### config.mk
export PLATFORM = sky130hd
export DESIGN_NAME = pwm_profile_sequencer_flat
export DESIGN_NICKNAME = d
export VERILOG_FILES = /design/src/rtl/pwm_profile_sequencer_if.sv /design/src/rtl/pwm_profile_sequencer.sv /design/src/flat_wrapper.sv
export SDC_FILE = /design/constraint.sdc
export NUM_CORES = 1
export LEC_CHECK = 0
export CAP_MARGIN = 20
export CORE_ASPECT_RATIO = 0.7
export CORE_MARGIN = 2
export CORE_UTILIZATION = 45
export CTS_CLUSTER_SIZE = 40
export DETAILED_ROUTE_END_ITERATION = 10
export GPL_TIMING_DRIVEN = 0
export PLACE_DENSITY_LB_ADDON = 0.12
export RECOVER_POWER = 25
export SYNTH_ARGS = -nofsm -noshare
export SYNTH_HDL_FRONTEND = slang
export SYNTH_SLANG_ARGS = --single-unit
### constraint.sdc
create_clock -name ACLK -period 9.3 [get_ports ACLK]
set_input_delay 0.93 -clock ACLK [delete_from_list [all_inputs] [get_ports ACLK]]
set_output_delay 0.93 -clock ACLK [all_outputs]
set_load 0.01 [all_outputs]
### src/rtl/pwm_profile_sequencer_if.sv
// AXI4-Lite bus bundle used by pwm_profile_sequencer to reach the timer register block.
interface pwm_profile_sequencer_if #(
  parameter int unsigned ADDR_WIDTH = 6,
  parameter int unsigned DATA_WIDTH = 32
);
  logic [ADDR_WIDTH-1:0]   awaddr;
  logic                    awvalid;
  logic                    awready;
  logic [DATA_WIDTH-1:0]   wdata;
  logic [DATA_WIDTH/8-1:0] wstrb;
  logic                    wvalid;
  logic                    wready;
  logic [1:0]              bresp;
  logic                    bvalid;
  logic                    bready;
  logic [ADDR_WIDTH-1:0]   araddr;
  logic                    arvalid;
  logic                    arready;
  logic [DATA_WIDTH-1:0]   rdata;
  logic [1:0]              rresp;
  logic                    rvalid;
  logic                    rready;

  modport master (
    output awaddr, awvalid, wdata, wstrb, wvalid, bready, araddr, arvalid, rready,
    input  awready, wready, bresp, bvalid, arready, rdata, rresp, rvalid
  );

  modport slave (
    input  awaddr, awvalid, wdata, wstrb, wvalid, bready, araddr, arvalid, rready,
    output awready, wready, bresp, bvalid, arready, rdata, rresp, rvalid
  );
endinterface

### src/rtl/pwm_profile_sequencer.sv
// Walks a table of PWM profiles, programming the timer over AXI4-Lite and dwelling on WRAP events.
// Optional macro PWM_SEQ_LOOP_EN adds cfg_loop to repeat the table until stop or error.
module pwm_profile_sequencer #(
  parameter int unsigned ADDR_WIDTH = 6,
  parameter int unsigned DATA_WIDTH = 32,
  parameter int unsigned DEPTH_LOG2 = 3,
  parameter int unsigned POLL_GAP   = 4
) (
  input  logic                  ACLK,
  input  logic                  ARESET,
  input  logic                  tbl_we,
  input  logic [DEPTH_LOG2-1:0] tbl_addr,
  input  logic [31:0]           tbl_period,
  input  logic [31:0]           tbl_duty,
  input  logic [7:0]            tbl_reps,
  input  logic [DEPTH_LOG2:0]   num_entries,
`ifdef PWM_SEQ_LOOP_EN
  input  logic                  cfg_loop,
`endif
  input  logic                  start,
  input  logic                  stop,
  output logic                  busy,
  output logic                  done,
  output logic                  err,
  output logic [DEPTH_LOG2-1:0] cur_idx,
  pwm_profile_sequencer_if.master m_axi
);

  localparam logic [3:0] StIdle    = 4'd0;
  localparam logic [3:0] StPeriod  = 4'd1;
  localparam logic [3:0] StDuty    = 4'd2;
  localparam logic [3:0] StEnable  = 4'd3;
  localparam logic [3:0] StGap     = 4'd4;
  localparam logic [3:0] StPoll    = 4'd5;
  localparam logic [3:0] StClear   = 4'd6;
  localparam logic [3:0] StAdvance = 4'd7;
  localparam logic [3:0] StDisable = 4'd8;

  localparam int unsigned Entries = 2 ** DEPTH_LOG2;
  localparam logic [7:0]  GapInit = 8'(POLL_GAP);

  logic [31:0] period_mem [Entries];
  logic [31:0] duty_mem   [Entries];
  logic [7:0]  reps_mem   [Entries];

  logic [3:0]            state_q;
  logic [DEPTH_LOG2-1:0] cur_idx_q;
  logic [DEPTH_LOG2:0]   num_q;
  logic [7:0]            rep_cnt_q;
  logic [7:0]            gap_cnt_q;
  logic                  act_q;
  logic                  en_done_q;
  logic                  loop_q;
  logic                  err_q;
  logic                  done_q;
  logic                  awvalid_q;
  logic                  wvalid_q;
  logic                  bready_q;
  logic                  arvalid_q;
  logic                  rready_q;

  logic                  is_wr;
  logic                  wr_cmp;
  logic                  rd_cmp;
  logic                  cmp_err;
  logic                  aw_ok;
  logic                  w_ok;
  logic [3:0]            ok_next;
  logic [3:0]            cmp_next;
  logic [ADDR_WIDTH-1:0] wr_addr;
  logic [31:0]           wr_data;
  logic [DEPTH_LOG2:0]   idx_next;
  logic                  unused_rdata;

  // Table only changes while idle, so addresses/data read from it are stable during a transaction.
  always_ff @(posedge ACLK) begin
    if (tbl_we && state_q == StIdle) begin
      period_mem[tbl_addr] <= tbl_period;
      duty_mem[tbl_addr]   <= tbl_duty;
      reps_mem[tbl_addr]   <= tbl_reps;
    end
  end

  always_comb begin
    is_wr    = (state_q == StPeriod) || (state_q == StDuty) || (state_q == StEnable) ||
               (state_q == StClear) || (state_q == StDisable);
    wr_cmp   = is_wr && bready_q && m_axi.bvalid;
    rd_cmp   = (state_q == StPoll) && rready_q && m_axi.rvalid;
    cmp_err  = (wr_cmp && m_axi.bresp != 2'b00) || (rd_cmp && m_axi.rresp != 2'b00);
    aw_ok    = !awvalid_q || m_axi.awready;
    w_ok     = !wvalid_q || m_axi.wready;
    idx_next = {1'b0, cur_idx_q} + (DEPTH_LOG2 + 1)'(1);

    ok_next = StIdle;
    wr_addr = '0;
    wr_data = '0;
    case (state_q)
      StPeriod: begin
        ok_next = StDuty;
        wr_addr = ADDR_WIDTH'(8'h04);
        wr_data = period_mem[cur_idx_q];
      end
      StDuty: begin
        ok_next = en_done_q ? StGap : StEnable;
        wr_addr = ADDR_WIDTH'(8'h08);
        wr_data = duty_mem[cur_idx_q];
      end
      StEnable: begin
        ok_next = StGap;
        wr_addr = ADDR_WIDTH'(8'h00);
        wr_data = 32'h1;
      end
      StPoll:  ok_next = m_axi.rdata[0] ? StClear : StGap;
      StClear: begin
        ok_next = (rep_cnt_q <= 8'd1) ? StAdvance : StGap;
        wr_addr = ADDR_WIDTH'(8'h0C);
        wr_data = 32'h1;
      end
      StDisable: begin
        ok_next = StIdle;
        wr_addr = ADDR_WIDTH'(8'h00);
        wr_data = 32'h0;
      end
      default: ok_next = StIdle;
    endcase

    // The shutdown write always ends in IDLE, even if it errors or stop is still high.
    if (state_q == StDisable) begin
      cmp_next = StIdle;
    end else if (cmp_err || stop) begin
      cmp_next = StDisable;
    end else begin
      cmp_next = ok_next;
    end
  end

  always_ff @(posedge ACLK or posedge ARESET) begin
    if (ARESET) begin
      state_q   <= StIdle;
      cur_idx_q <= '0;
      num_q     <= '0;
      rep_cnt_q <= '0;
      gap_cnt_q <= '0;
      act_q     <= 1'b0;
      en_done_q <= 1'b0;
      loop_q    <= 1'b0;
      err_q     <= 1'b0;
      done_q    <= 1'b0;
      awvalid_q <= 1'b0;
      wvalid_q  <= 1'b0;
      bready_q  <= 1'b0;
      arvalid_q <= 1'b0;
      rready_q  <= 1'b0;
    end else begin
      done_q <= 1'b0;
      case (state_q)
        StIdle: begin
          if (start && num_entries != '0) begin
            state_q   <= StPeriod;
            cur_idx_q <= '0;
            err_q     <= 1'b0;
            num_q     <= num_entries;
            en_done_q <= 1'b0;
`ifdef PWM_SEQ_LOOP_EN
            loop_q    <= cfg_loop;
`else
            loop_q    <= 1'b0;
`endif
          end
        end
        StGap: begin
          if (stop) begin
            state_q <= StDisable;
          end else if (gap_cnt_q == 8'd0) begin
            state_q <= StPoll;
          end else begin
            gap_cnt_q <= gap_cnt_q - 8'd1;
          end
        end
        StAdvance: begin
          if (idx_next < num_q) begin
            cur_idx_q <= cur_idx_q + DEPTH_LOG2'(1);
            state_q   <= StPeriod;
          end else if (loop_q) begin
            cur_idx_q <= '0;
            state_q   <= StPeriod;
          end else begin
            state_q <= StDisable;
          end
        end
        default: begin
          if (!act_q) begin
            act_q <= 1'b1;
            if (state_q == StPoll) begin
              arvalid_q <= 1'b1;
            end else begin
              awvalid_q <= 1'b1;
              wvalid_q  <= 1'b1;
            end
          end else if (wr_cmp || rd_cmp) begin
            act_q    <= 1'b0;
            bready_q <= 1'b0;
            rready_q <= 1'b0;
            state_q  <= cmp_next;
            err_q    <= err_q | cmp_err;
            if (cmp_next == StGap)    gap_cnt_q <= GapInit;
            if (cmp_next == StIdle)   done_q    <= 1'b1;
            if (state_q == StEnable)  en_done_q <= 1'b1;
            if (state_q == StClear)   rep_cnt_q <= rep_cnt_q - 8'd1;
            if (state_q == StDuty) begin
              rep_cnt_q <= (reps_mem[cur_idx_q] == 8'd0) ? 8'd1 : reps_mem[cur_idx_q];
            end
          end else begin
            if (awvalid_q && m_axi.awready) awvalid_q <= 1'b0;
            if (wvalid_q && m_axi.wready)   wvalid_q  <= 1'b0;
            if (is_wr && !bready_q && aw_ok && w_ok) bready_q <= 1'b1;
            if (arvalid_q && m_axi.arready) begin
              arvalid_q <= 1'b0;
              rready_q  <= 1'b1;
            end
          end
        end
      endcase
    end
  end

  assign m_axi.awaddr  = wr_addr;
  assign m_axi.awvalid = awvalid_q;
  assign m_axi.wdata   = DATA_WIDTH'(wr_data);
  assign m_axi.wstrb   = '1;
  assign m_axi.wvalid  = wvalid_q;
  assign m_axi.bready  = bready_q;
  assign m_axi.araddr  = ADDR_WIDTH'(8'h0C);
  assign m_axi.arvalid = arvalid_q;
  assign m_axi.rready  = rready_q;

  assign busy    = (state_q != StIdle);
  assign done    = done_q;
  assign err     = err_q;
  assign cur_idx = cur_idx_q;

  // Only the WRAP bit of STATUS matters here.
  assign unused_rdata = ^m_axi.rdata[DATA_WIDTH-1:1];

endmodule
### src/flat_wrapper.sv
// flat-port wrapper written by rule: the top's interface ports become plain ports
module pwm_profile_sequencer_flat 
#(
  parameter int unsigned ADDR_WIDTH = 6,
  parameter int unsigned DATA_WIDTH = 32,
  parameter int unsigned DEPTH_LOG2 = 3,
  parameter int unsigned POLL_GAP   = 4
)
  (ACLK, ARESET, tbl_we, tbl_addr, tbl_period, tbl_duty, tbl_reps, num_entries, start, stop, busy, done, err, cur_idx, m_axi_awaddr, m_axi_awvalid, m_axi_wdata, m_axi_wstrb, m_axi_wvalid, m_axi_bready, m_axi_araddr, m_axi_arvalid, m_axi_rready, m_axi_awready, m_axi_wready, m_axi_bresp, m_axi_bvalid, m_axi_arready, m_axi_rdata, m_axi_rresp, m_axi_rvalid);
  pwm_profile_sequencer_if #(.ADDR_WIDTH(ADDR_WIDTH), .DATA_WIDTH(DATA_WIDTH)) m_axi_i ();
  input  logic ACLK;
  input  logic ARESET;
  input  logic tbl_we;
  input  logic [DEPTH_LOG2-1:0] tbl_addr;
  input  logic [31:0] tbl_period;
  input  logic [31:0] tbl_duty;
  input  logic [7:0] tbl_reps;
  input  logic [DEPTH_LOG2:0] num_entries;
  input  logic start;
  input  logic stop;
  output logic busy;
  output logic done;
  output logic err;
  output logic [DEPTH_LOG2-1:0] cur_idx;
  output wire logic [$bits(m_axi_i.awaddr)-1:0] m_axi_awaddr;
  output wire logic [$bits(m_axi_i.awvalid)-1:0] m_axi_awvalid;
  output wire logic [$bits(m_axi_i.wdata)-1:0] m_axi_wdata;
  output wire logic [$bits(m_axi_i.wstrb)-1:0] m_axi_wstrb;
  output wire logic [$bits(m_axi_i.wvalid)-1:0] m_axi_wvalid;
  output wire logic [$bits(m_axi_i.bready)-1:0] m_axi_bready;
  output wire logic [$bits(m_axi_i.araddr)-1:0] m_axi_araddr;
  output wire logic [$bits(m_axi_i.arvalid)-1:0] m_axi_arvalid;
  output wire logic [$bits(m_axi_i.rready)-1:0] m_axi_rready;
  input wire logic [$bits(m_axi_i.awready)-1:0] m_axi_awready;
  input wire logic [$bits(m_axi_i.wready)-1:0] m_axi_wready;
  input wire logic [$bits(m_axi_i.bresp)-1:0] m_axi_bresp;
  input wire logic [$bits(m_axi_i.bvalid)-1:0] m_axi_bvalid;
  input wire logic [$bits(m_axi_i.arready)-1:0] m_axi_arready;
  input wire logic [$bits(m_axi_i.rdata)-1:0] m_axi_rdata;
  input wire logic [$bits(m_axi_i.rresp)-1:0] m_axi_rresp;
  input wire logic [$bits(m_axi_i.rvalid)-1:0] m_axi_rvalid;
  assign m_axi_awaddr = m_axi_i.awaddr;
  assign m_axi_awvalid = m_axi_i.awvalid;
  assign m_axi_wdata = m_axi_i.wdata;
  assign m_axi_wstrb = m_axi_i.wstrb;
  assign m_axi_wvalid = m_axi_i.wvalid;
  assign m_axi_bready = m_axi_i.bready;
  assign m_axi_araddr = m_axi_i.araddr;
  assign m_axi_arvalid = m_axi_i.arvalid;
  assign m_axi_rready = m_axi_i.rready;
  assign m_axi_i.awready = m_axi_awready;
  assign m_axi_i.wready = m_axi_wready;
  assign m_axi_i.bresp = m_axi_bresp;
  assign m_axi_i.bvalid = m_axi_bvalid;
  assign m_axi_i.arready = m_axi_arready;
  assign m_axi_i.rdata = m_axi_rdata;
  assign m_axi_i.rresp = m_axi_rresp;
  assign m_axi_i.rvalid = m_axi_rvalid;
  pwm_profile_sequencer #(.ADDR_WIDTH(ADDR_WIDTH), .DATA_WIDTH(DATA_WIDTH), .DEPTH_LOG2(DEPTH_LOG2), .POLL_GAP(POLL_GAP)) u_core (.ACLK(ACLK), .ARESET(ARESET), .tbl_we(tbl_we), .tbl_addr(tbl_addr), .tbl_period(tbl_period), .tbl_duty(tbl_duty), .tbl_reps(tbl_reps), .num_entries(num_entries), .start(start), .stop(stop), .busy(busy), .done(done), .err(err), .cur_idx(cur_idx), .m_axi(m_axi_i));
endmodule
==> out/metrics.csv <==
metric,value,unit
area_delta_synth_final,19.67,%
regToRegEndpoint,u_core.cur_idx[0],
final.setup.worst_slack,4.066,ns
dp_slack,4.624,ns
clock_sinks,612,
worstMarginPinSlew,1.021,ns
synth_area,24230,sq um
maxClockFrequency,191.1,MHz
drv_cap,0,
clockRootBuffer,clkbuf_16,
critPathCaptureType,output pin,
post-route-util,0.5422,
fin_worst_skew,0.01292,ns
synthArstFlopShare,0.05882,
worstPathRequired,8.37,ns
clkSlewWorstSetupHoldPaths,0.06,ns
crit_end,m_axi_wdata[1],
cts_tree,done,
grt_pass1_vias,12790,
rsz0062_at_grt,false,
initial_core_util,0.4531,
pin_count,184,
fin_nets,1576,
ys_warn_count,0,
antenna_left,0,
fin_setup_tns,0,ns
avgSynthCellArea,20.28,sq um
cts_inserted_buffers,58,
dieArea,55750,sq um
drt-initial-drc-count,1119,
stdcell_count,2219,
wl,56210,um
status,"finished, final reports clean",
synth_seq_cells,612,
antenna_found_initial,6,
synth_edf_count,576,
drt_first_pass_iters,5,
fp.dieW,281.4,um
core_area,53480,sq um
dp_hpwl,36860,um
wire_per_inst,25.33,um
worstHoldPathType,register to register,
io_buffers,138,
post-route-period-util,0.5628,
finish.instance_area,29000,sq um
clockBufferDepth,3,
drc_errors,0,
crit_arrival,4.30,ns
placed_cells,2112,
power_density,219.5,nW/um^2
drive_above_1_share,0.2121,
final_common_cell,edfxtp_1,
ys_seq_area_frac,0.7510,
relSlewSlack,0.3194,
p_leak,9.200,nW
post-route-min-period,5.234,ns
synth_cell_types,64,
dpl-instance-area,27210,sq um
cts_max_level,2,
grt_pass1_wl,84040,um
drv_slew,0,
holdBufCountCts,0,
clk_latency,0.61,ns
reg2reg_depth,11,
hold_violations,0,
cp-startpoint,u_core.cur_idx[1],
crit_type,register to output pin,
syn-instance-count,1195,
crit_fanout,10,
gr-total-overflow,0,
r2r-start,u_core.cur_idx[2],
grt_use_total,0.2079,
post_cts_buffers,0,
grt_max_degree,37,
ir_drop,157.2,uV
post_drt_via_cell_ratio,5.646,
final_cell_mix,"edfxtp_1 (576), mux4_2 (144), clkdlybuf4s50_1 (95)",
finalSetupViolCount,0,
start_kind,register,
num_vias,12530,
gp_congestion,0.8256,
cts_resized,0,
ys.flop_type,edfxtp_1,
fp.dieH,198.2,um
hp-start,u_core.err,
r2r_slack,5.52,ns
rows,71,
## flip-flops by register name, summed over array words and instances, names as in the netlist
register	count
u_core.m_axi.arvalid	1
u_core.done	1
u_core.reps_mem	64
u_core.m_axi.awvalid	1
u_core.period_mem	256
u_core.cur_idx	3
u_core.en_done_q	1
u_core.m_axi.rready	1
u_core.state_q	4
u_core.act_q	1
u_core.m_axi.bready	1
u_core.duty_mem	256
u_core.rep_cnt_q	8
u_core.num_q	4
u_core.gap_cnt_q	8
u_core.err	1
u_core.m_axi.wvalid	1
## worst min-delay path by stage
| stage | cells past startpoint | to | slack [ns] |
|---|---|---|---|
| after detailed placement | 2 | u_core.err | 0.50 |
| after global routing | 1 | u_core.num_q[0] | 0.54 |
| final | 2 | u_core.err | 0.53 |
| after CTS | 2 | u_core.err | 0.51 |
| after global placement | 2 | u_core.err | 0.50 |
| after floorplan | 1 | u_core.num_q[0] | 0.48 |
## cells by family after synthesis
family | count (synthesis) | share of synthesized area
compound gates | 115 | 0.03047
xor+xnor | 8 | 0.002892
fa+ha+maj | 8 | 0.004131
buf+inv | 91 | 0.01750
flops | 612 | 0.7510
mux | 215 | 0.1633
other cells | 2 | 0.0003099
simple gates | 144 | 0.03041
## cell type report
| cell class | count | area, sq um |
|---|---|---|
| Sequential cell | 612 | 18200 |
| Inverter | 17 | 63.81 |
| Clock inverter | 29 | 235.2 |
| Clock buffer | 73 | 1529 |
| Fill cell | 4201 | 24480 |
| Buffer | 74 | 360.3 |
| Multi-Input combinational cell | 504 | 5710 |
| Tap cell | 730 | 913.4 |
| Antenna cell | 4 | 10.01 |
| Timing Repair Buffer | 176 | 1978 |
## layer usage
metal	global-route usage	share of wire	vias up
li1	-	-	5435
met4	0.05162	0.018	2
met1	0.3130	0.45	6571
met5	0	0.00021	-
met2	0.3199	0.47	442
met3	0.03339	0.065	78
## per-stage QoR
step                      hold WS, ns  total power, mW
after floorplan                0.4809            3.741
after global placement         0.4977            4.179
after detailed placement       0.4968            4.192
after CTS                      0.5119            6.425
after global routing           0.5432            6.607
final                          0.5293            6.365
## cells in the mapped netlist, drive strengths merged (8+ instances only)
cell type / count / area (sq um)
inv: 17 / 63.81
clkbuf: 22 / 82.58
mux4: 144 / 3243
dfrtp: 36 / 900.9
nor3: 12 / 71.32
mux2i: 68 / 680.7
nor2: 59 / 221.5
ha: 8 / 100.1
a21oi: 25 / 125.1
o22ai: 34 / 212.7
nand2: 25 / 96.35
o21ai: 25 / 125.1
buf: 52 / 277.8
edfxtp: 576 / 17300
## power by group
group	internal (mW)	leakage, nW	total (mW)	switching, mW
logic	0.423	2.70	0.976	0.553
clock network	1.26	0.857	2.24	0.977
registers	3.10	5.64	3.15	0.0446
## worst max-delay path: stages, from the launching register on
cell	delay (ns)
dfrtp_1	0.42
buf_2	0.33
buf_2	0.38
buf_2	0.38
buf_1	0.70
mux4_2	0.40
mux2i_1	0.34
o22ai_1	0.21
clkdlybuf4s50_1	0.53
No activity file was read; power rests on OpenSTA's default activity.
